### src/rtl/minterm_lut_eval_pkg.sv
// Shared defaults and state encoding for the minterm LUT evaluator.
package minterm_lut_eval_pkg;

    localparam int unsigned N_IN_DEFAULT = 5;
    localparam logic [31:0] INIT_DEFAULT = 32'h0A3E_8C4C;

    typedef enum logic [1:0] {
        IDLE,
        SWEEP,
        DONE
    } state_t;

endpackage

### src/rtl/minterm_table.sv
// 2^N_IN-bit truth table: one write port, two asynchronous read ports.
module minterm_table import minterm_lut_eval_pkg::*; #(
    parameter int unsigned            N_IN = N_IN_DEFAULT,
    parameter logic [(2**N_IN)-1:0]   INIT = INIT_DEFAULT
) (
    input  logic            clk,
    input  logic            rst_n,
    input  logic            wr_en,
    input  logic [N_IN-1:0] wr_addr,
    input  logic            wr_bit,
    input  logic [N_IN-1:0] eval_addr,
    output logic            eval_bit,
    input  logic [N_IN-1:0] sweep_addr,
    output logic            sweep_bit
);

    logic [(2**N_IN)-1:0] tbl;

    // Table storage: reloads INIT on reset, single-bit write otherwise.
    always_ff @(posedge clk or negedge rst_n) begin
        if (!rst_n) begin
            tbl <= INIT;
        end else if (wr_en) begin
            tbl[wr_addr] <= wr_bit;
        end
    end

    assign eval_bit  = tbl[eval_addr];
    assign sweep_bit = tbl[sweep_addr];

endmodule

### src/rtl/minterm_lut_eval.sv
// Programmable sum-of-minterms unit with registered evaluate and self-check sweep.
module minterm_lut_eval import minterm_lut_eval_pkg::*; #(
    parameter int unsigned            N_IN = N_IN_DEFAULT,
    parameter logic [(2**N_IN)-1:0]   INIT = INIT_DEFAULT
) (
    input  logic            clk,
    input  logic            rst_n,
    input  logic            cfg_we,
    input  logic [N_IN-1:0] cfg_addr,
    input  logic            cfg_bit,
    output logic            cfg_ready,
    input  logic            in_valid,
    input  logic [N_IN-1:0] in_vars,
    output logic            in_ready,
    output logic            out_valid,
    output logic            f_out,
    input  logic            sweep_start,
    output logic            sweep_busy,
    output logic            sweep_done,
    output logic [N_IN:0]   ones_count,
    output logic            any_one,
    output logic [N_IN-1:0] first_one
);

    localparam int unsigned  DEPTH    = 2**N_IN;
    localparam logic [N_IN:0] LAST_IDX = (N_IN+1)'(DEPTH - 1);

    state_t          state_q, state_d;
    logic [N_IN:0]   sweep_idx;
    logic [N_IN:0]   acc_count, acc_count_nxt;
    logic [N_IN-1:0] acc_first, acc_first_nxt;
    logic            eval_bit, sweep_bit;
    logic            idle, last_idx;

    assign idle     = (state_q == IDLE);
    assign last_idx = (sweep_idx == LAST_IDX);

    minterm_table #(
        .N_IN (N_IN),
        .INIT (INIT)
    ) u_table (
        .clk        (clk),
        .rst_n      (rst_n),
        .wr_en      (cfg_we && idle),
        .wr_addr    (cfg_addr),
        .wr_bit     (cfg_bit),
        .eval_addr  (in_vars),
        .eval_bit   (eval_bit),
        .sweep_addr (sweep_idx[N_IN-1:0]),
        .sweep_bit  (sweep_bit)
    );

    // State register.
    always_ff @(posedge clk or negedge rst_n) begin
        if (!rst_n) state_q <= IDLE;
        else        state_q <= state_d;
    end

    // Next-state decode.
    always_comb begin
        state_d = state_q;
        case (state_q)
            IDLE:    if (sweep_start) state_d = SWEEP;
            SWEEP:   if (last_idx)    state_d = DONE;
            DONE:    state_d = IDLE;
            default: state_d = IDLE;
        endcase
    end

    // Accumulator update for the table bit at the current sweep index.
    always_comb begin
        acc_count_nxt = acc_count;
        acc_first_nxt = acc_first;
        if (sweep_bit) begin
            acc_count_nxt = acc_count + 1'b1;
            if (acc_count == '0) acc_first_nxt = sweep_idx[N_IN-1:0];
        end
    end

    // Sweep index, accumulators and result registers.
    // Results load on the final SWEEP edge (using the final accumulator value)
    // so they are already stable during the DONE cycle that pulses sweep_done.
    always_ff @(posedge clk or negedge rst_n) begin
        if (!rst_n) begin
            sweep_idx  <= '0;
            acc_count  <= '0;
            acc_first  <= '0;
            ones_count <= '0;
            any_one    <= 1'b0;
            first_one  <= '0;
        end else begin
            case (state_q)
                IDLE: begin
                    if (sweep_start) begin
                        sweep_idx <= '0;
                        acc_count <= '0;
                        acc_first <= '0;
                    end
                end
                SWEEP: begin
                    acc_count <= acc_count_nxt;
                    acc_first <= acc_first_nxt;
                    if (last_idx) begin
                        ones_count <= acc_count_nxt;
                        first_one  <= acc_first_nxt;
                        any_one    <= (acc_count_nxt != '0);
                    end else begin
                        sweep_idx <= sweep_idx + 1'b1;
                    end
                end
                default: ;
            endcase
        end
    end

    // Registered evaluate path; table is read before any same-edge write lands.
    always_ff @(posedge clk or negedge rst_n) begin
        if (!rst_n) begin
            out_valid <= 1'b0;
            f_out     <= 1'b0;
        end else begin
            out_valid <= in_valid && idle;
            if (in_valid && idle) f_out <= eval_bit;
        end
    end

    assign cfg_ready  = idle;
    assign in_ready   = idle;
    assign sweep_busy = (state_q == SWEEP);
    assign sweep_done = (state_q == DONE);

endmodule

### config.mk
export PLATFORM = sky130hd
export DESIGN_NAME = minterm_lut_eval
export DESIGN_NICKNAME = d
export VERILOG_FILES = /design/src/rtl/minterm_lut_eval_pkg.sv /design/src/rtl/minterm_table.sv /design/src/rtl/minterm_lut_eval.sv
export SDC_FILE = /design/constraint.sdc
export NUM_CORES = 1
export LEC_CHECK = 0
export ABC_CLOCK_PERIOD_IN_PS = 2800
export BUFFER_PORTS_ARGS = -buffer_cell sky130_fd_sc_hd__buf_2
export CAP_MARGIN = 20
export CORE_ASPECT_RATIO = 1.75
export CORE_MARGIN = 2
export CORE_UTILIZATION = 59
export DETAILED_ROUTE_END_ITERATION = 10
export PLACE_DENSITY = 0.79
export SYNTH_ARGS = -nofsm -noshare
export SYNTH_HDL_FRONTEND = slang
export SYNTH_SLANG_ARGS = --single-unit
### constraint.sdc
create_clock -name clk -period 2.8 [get_ports clk]
set_input_delay 0.28 -clock clk [delete_from_list [all_inputs] [get_ports clk]]
set_output_delay 0.28 -clock clk [all_outputs]
set_load 0.02 [all_outputs]
==> flow_summary.json, run 1 <==
{
  "numCtsBuffers": 9,
  "max_stage_delay_ns": 0.71,
  "hpwl_mm": 6.006,
  "worstPathMaxFanout": 15,
  "setup_ws_ns": 0.3777,
  "io_pins": 34,
  "p_sw_uw": 1129,
  "r2r_slack_ns": 0.38,
  "gr-total-overflow": 0,
  "combPwrFrac": 0.359,
  "timing.fmax_ghz": 0.4128,
  "ys_ff_latch": 65,
  "p_leak_uw": 0.001831,
  "tightest_slew_ns": 0.5718,
  "min_delay_path_depth": 2,
  "synth_top_area_frac": 0.3562,
  "antenna_found_initial": 0,
  "path_clk_slew_ns": 0.07,
  "dp_slack_ns": 0.3753,
  "status": "completed",
  "place.gp.congestion": 0.8951,
  "critical_path_class": "reg2reg",
  "critPathBufInv": 0,
  "cp_cell_sequence": "mux2i_1, or3_1, a21oi_4, o21ai_4, nor4b_4, o21ai_0, a22o_1",
  "n_fill_cell": 493,
  "crit_path_start_kind": "register",
  "worstHoldStart": "sweep_start",
  "port_buffers": 33,
  "synth_top_area_cell": "dfrtp_1",
  "internal_power_uw": 1915,
  "diodes": 0,
  "synth_edf_count": 0,
  "drc": 0,
  "ir_worst_vdd_mv": 0.4516,
  "grt_pass1_vias": 2656,
  "avgRoutedWirePerCell_um": 18.03,
  "area_delta_synth_final_pct": 10.68,
  "die_w_um": 63.49,
  "worstHoldEndpoint": "sweep_idx[2]",
  "r2r-start": "sweep_idx[2]",
  "cp_slowest_cell": "dfrtp_1",
  "cts_tree": "built",
  "synth-seq-area-share": 0.4497,
  "synth.avg_cell_area_um2": 11.35,
  "first_iter_violations": 147,
  "min_path_type": "in2reg",
  "powerDensity_nw_per_um2": 752.9,
  "ys_top_cells_by_area": "dfrtp_1, mux2_2, dfstp_2, mux4_2, nor2_1",
  "synth_cells": 322,
  "yosysUniqueCellTypes": 47,
  "viasPerCell": 6.014,
  "synth_ff_type": "dfrtp_1",
  "drv_cap": 0,
  "post-route-util": 0.6645,
  "reg2reg_to": "acc_count[5]",
  "finalCritPeriodShare": 0.8651,
  "finalClockSkew_ns": 0.009891,
  "cts_resized": 0,
  "cts_max_path_buffers": 2,
  "clk_latency_ns": 0.36,
  "drt-total-wl_mm": 7.913,
  "die_height_um": 108.1,
  "crit_family": "compound AO/OA/AOI/OAI gates",
  "endpoint_kind": "register",
  "ant_nets": 0,
  "rr_worst_depth": 7,
  "ys_warn_count": 0,
  "grt_max_degree": 33,
  "slew_violations": 0,
  "finalSetupTns_ns": 0,
  "grt_pass1_wl_mm": 12.93,
  "hold_viol": 0,
  "setup_viol": 0,
  "postSynth.asyncResetShare": 1.000,
  "coreArea_um2": 6086,
  "drive_above_1_share": 0.3426,
  "htreeDepth": 3,
  "layout.nets": 373,
  "seqPwrFrac": 0.416,
  "rows": 38,
  "cts_sinks": 65,
  "syn_nets": 341,
  "firstDrtPassIters": 4,
  "synthesis.area_um2": 3654,
  "clkPwrFrac": 0.225,
  "rsz0062_at_grt": "false",
  "crit_arrival_ns": 2.67,
  "period_needed_ns": 2.422,
  "vias": 2640,
  "grt_usage": 0.2522,
  "die_area_um2": 6863,
  "cts_root_buffer": "clkbuf_8",
  "required_ns": 3.05,
  "start_util": 0.6003,
  "slew_headroom": 0.6188,
  "p_sw_frac": 0.3709
}
[how the worst max path moves through the flow]
stage                            start              to  cells after the start
final                     sweep_idx[2]    acc_count[5]                      7
after global routing      sweep_idx[2]         any_one                      7
after floorplan             state_q[0]  u_table.tbl[0]                      7
after detailed placement  sweep_idx[2]    acc_count[5]                      7
after CTS                 sweep_idx[2]    acc_count[5]                      7
after global placement    sweep_idx[2]         any_one                      7
[cell usage after synthesis (5+ instances only)]
cell,instances
mux2i_1,10
nor2_1,58
o21ai_0,7
nand3_1,7
xnor2_1,7
mux4_2,12
mux4_1,5
nand2_1,15
clkbuf_1,13
inv_1,6
mux2_2,34
dfstp_2,13
dfrtp_1,52
a22o_1,14
a21oi_1,17
[placed cells by master, fill, tap and decap left out, drive strengths merged]
cell | synthesis | routed
nor2 | 59 | 59
dfrtp | 52 | 52
buf | 8 | 41
mux2 | 34 | 34
a21oi | 18 | 18
mux4 | 17 | 17
nand2 | 16 | 16
clkbuf | 13 | 16
a22o | 14 | 14
dfstp | 13 | 13
mux2i | 10 | 10
o21ai | 9 | 9
nand3 | 7 | 7
xnor2 | 7 | 7
inv | 7 | 7
nor4 | 5 | 5
nand3b | 4 | 4
ha | 3 | 3
or3 | 3 | 3
nand2b | 2 | 2
and2 | 2 | 2
nor2b | 2 | 2
or3b | 2 | 2
a31oi | 2 | 2
xor2 | 2 | 2
nand4 | 2 | 2
nand4b | 1 | 1
and3 | 1 | 1
a32oi | 1 | 1
a21boi | 1 | 1
nor4bb | 1 | 1
o211ai | 1 | 1
o2111ai | 1 | 1
o22ai | 1 | 1
nor4b | 1 | 1
dlygate4sd3 | 0 | 1
[power groups by stage]
stage | Combinational (uW) | Clock (uW) | Sequential (uW)
6_report | 1090 | 684 | 1270
4_1_cts | 1100 | 696 | 1270
3_3_place_gp | 1070 | 0 | 1270
5_1_grt | 1190 | 737 | 1290
2_1_floorplan | 852 | 0 | 1250
3_5_place_dp | 1090 | 0 | 1280
[layout make-up]
class	instances	area [um2]	share of cell area
multi-input combinational	229	1879	0.4647
sequential	65	1643	0.4063
timing repair buffer	42	235.2	0.05817
clock buffer	16	160.2	0.03960
tap	80	100.1	0.02475
inverter	7	26.28	0.006498
[per-stage QoR]
stage	cells	area [um2]	total power (uW)	hold slack, ns
after global placement	422	3874	2343	0.1845
after CTS	439	4044	3062	0.1599
after global routing	439	4044	3217	0.1841
final	439	4044	3045	0.1723
after detailed placement	422	3874	2377	0.1909
after floorplan	322	3654	2098	-0.01559
[state kept, by name, indices dropped and copies added, names as in the netlist]
name         cells
state_q          2
ones_count       6
sweep_idx        6
out_valid        1
first_one        5
acc_count        6
any_one          1
u_table.tbl     32
acc_first        5
f_out            1
[kinds of logic (layout without fill, tap and decap cells)]
group | after synthesis | after routing | share of synthesized area
simple gates | 108 | 108 | 0.1466
flops | 65 | 65 | 0.4497
mux | 61 | 61 | 0.2421
compound gates | 48 | 48 | 0.09384
buf+inv | 28 | 65 | 0.03596
xor+xnor | 9 | 9 | 0.02158
fa+ha+maj | 3 | 3 | 0.01028
[layer usage]
layer	routed length, um	vias up	global-route usage
met2	4488	73	0.4617
met3	307	20	0.05827
met1	2835	1315	0.2525
li1	-	1232	-
met5	0	-	0
met4	282	0	0.1584
[timing repair]
action / 4_1_cts / 5_1_grt
hold buffers: 1 / 0
endpoints found under the hold margin: 9 / 0
setup buffers: 0 / 0
Note: power is estimated with default switching activity, not from simulation.
==> inputs of run 2 (changes only) <==
--- a/config.mk
+++ b/config.mk
@@ -5,6 +5,7 @@
 export SDC_FILE = /design/constraint.sdc
 export NUM_CORES = 1
 export LEC_CHECK = 0
+export ABC_AREA = 1
 export ABC_CLOCK_PERIOD_IN_PS = 2800
 export BUFFER_PORTS_ARGS = -buffer_cell sky130_fd_sc_hd__buf_2
 export CAP_MARGIN = 20
==> flow_summary.json, run 2 <==
{
  "status": "completed",
  "finalSetupTns_ns": 0,
  "finalCritPeriodShare": 0.7997,
  "postSynth.asyncResetShare": 1.000,
  "synth.most_common_cell": "nand2_1",
  "die_area_um2": 6684,
  "htreeDepth": 3,
  "antenna_found_initial": 0,
  "ir_worst_vdd_mv": 0.4694,
  "synth_edf_count": 0,
  "rsz0062_at_grt": "false",
  "grt_pass1_vias": 3179,
  "synth_ff_type": "dfrtp_1",
  "layout_commonest_cell": "nand2_1",
  "vias": 3322,
  "place.gp.congestion": 0.8926,
  "ys_top_cells_by_area": "dfrtp_1, dfstp_2, nand2_1, a21oi_1, nor2_1",
  "min_path_type": "in2async",
  "synth_top_area_cell": "dfrtp_1",
  "yosysUniqueCellTypes": 32,
  "syn_nets": 474,
  "first_iter_violations": 238,
  "synth_cells": 455,
  "synth_top_area_frac": 0.3662,
  "hold_viol": 0,
  "powerDensity_nw_per_um2": 950.4,
  "r2r_slack_ns": 0.56,
  "layout.nets": 506,
  "cts_resized": 0,
  "finalClockSkew_ns": 0.007046,
  "cts_root_buffer": "clkbuf_8",
  "port_buffers": 33,
  "cts_sinks": 65,
  "drv_cap": 0,
  "largest_reg_flops": 32,
  "layout_common_cells": "nand2_1, dfrtp_1, nor2_1",
  "start_util": 0.6092,
  "rows": 37,
  "coreArea_um2": 5833,
  "die_w_um": 62.67,
  "viasPerCell": 5.828,
  "grt_use_met3": 0.05981,
  "drc": 0,
  "gr-total-overflow": 0,
  "period_needed_ns": 2.239,
  "synth_common_cells": "nand2_1, dfrtp_1, nor2_1",
  "grt_usage": 0.2856,
  "numCtsBuffers": 9,
  "ys_ff_latch": 65,
  "cts_max_path_buffers": 2,
  "hpwl_mm": 6.361,
  "rr_worst_depth": 7,
  "synth.avg_cell_area_um2": 7.810,
  "drt-total-wl_mm": 8.788,
  "setup_viol": 0,
  "slew_headroom": 0.3509,
  "timing.fmax_ghz": 0.4466,
  "synthesis.area_um2": 3553,
  "tightest_slew_ns": 0.9662,
  "firstDrtPassIters": 5,
  "critical_path_class": "reg2reg",
  "endpoint_kind": "register",
  "postCtsHoldBufs": 0,
  "worstPathMaxFanout": 23,
  "die_height_um": 106.7,
  "reg2reg_to": "ones_count[0]",
  "met2_usage": 0.5008,
  "slew_violations": 0,
  "p_leak_uw": 0.001810,
  "required_ns": 3.00,
  "final_area_um2": 3921,
  "io_pins": 34,
  "path_clk_slew_ns": 0.06,
  "diodes": 0,
  "ant_nets": 0,
  "crit_arrival_ns": 2.44,
  "clk_latency_ns": 0.35,
  "crit_path_start_kind": "register",
  "synth-seq-area-share": 0.4623,
  "post-cts-setup-buffers": 0,
  "drive_above_1_share": 0.1646,
  "grt_max_degree": 66,
  "r2r-start": "sweep_idx[0]",
  "cts_tree": "built",
  "avgRoutedWirePerCell_um": 15.42,
  "postPlaceCellArea_um2": 3751,
  "area_delta_synth_final_pct": 10.35,
  "top_usage_layer": "met2",
  "grt_pass1_wl_mm": 14.81,
  "grt_use_met1": 0.3116,
  "top_register": "u_table.tbl",
  "ys_warn_count": 0
}
## run 2: cell count changes after synthesis, moves of 12 or more
cell	change
nand2_1	+66
inv_1	+40
mux2_2	-34
o21ai_0	+27
nand3_1	+26
a31oi_1	+24
a21oi_1	+21
o22ai_1	+17
a22o_1	-14
nor3_1	+14
mux4_2	-12
## run 2: how the worst max path moves through the flow
stage / startpoint / endpoint / slack (ns) / cells after the start
after global routing: sweep_idx[0] / ones_count[0] / 0.36 / 7
final: sweep_idx[0] / ones_count[0] / 0.56 / 7
after global placement: sweep_idx[0] / first_one[1] / 0.63 / 7
after floorplan: state_q[0] / u_table.tbl[17] / 0.98 / 6
after CTS: sweep_idx[0] / ones_count[0] / 0.54 / 7
after detailed placement: sweep_idx[0] / ones_count[0] / 0.58 / 7
## run 2: power breakdown
part / switching [uW] / internal [uW] / total, uW
Combinational: 1020 / 530 / 1550
Clock: 337 / 372 / 709
Sequential: 254 / 1210 / 1470
Total: 1610 / 2120 / 3730
## run 2: worst max-delay path, cell delays in order (launching register included)
cell and delay (ns):
dfrtp_1 0.67, ha_1 0.26, nand3_1 0.09, or2_2 0.32, nor2_2 0.14, inv_1 0.34
nand2_1 0.16, o21ai_0 0.09
## run 2: logic make-up (layout without fill, tap and decap cells)
| kind of cell | count (synthesis) | count (layout) | synth area share |
|---|---|---|---|
| AO/OA/AOI/OAI | 127 | 127 | 0.2004 |
| XOR/XNOR | 4 | 4 | 0.009858 |
| adder cells (fa/ha/maj) | 3 | 3 | 0.01056 |
| buffers and inverters | 70 | 107 | 0.08908 |
| AND/OR/NAND/NOR | 186 | 186 | 0.2278 |
| flip-flops | 65 | 65 | 0.4623 |
## run 2: cell type report
type                    count  area [um2]
fillers                   525        1912
multi-input cells         320        1594
inverters                  51       198.9
clock buffers              16       170.2
well taps                  78       97.59
repair buffers             40       217.7
flip-flops and latches     65        1643
## run 2: routing by layer
layer | part of all wire | vias up
met5 | 0 | -
met4 | 0.049 | 0
met2 | 0.53 | 104
met1 | 0.38 | 1574
li1 | - | 1612
met3 | 0.041 | 32
## run 2: metrics by stage
step	worst slack (ns)	cells	power, uW	hold WS [ns]	util
floorplan	0.9833	455	2629	-0.01559	-
finish	0.5610	570	3727	0.1045	0.6722
global placement	0.6339	554	2964	0.4603	0.6431
CTS	0.5391	570	3722	0.1330	0.6722
global route	0.3625	570	4016	0.1826	0.6722
detailed placement	0.5776	554	3006	0.4623	0.6431
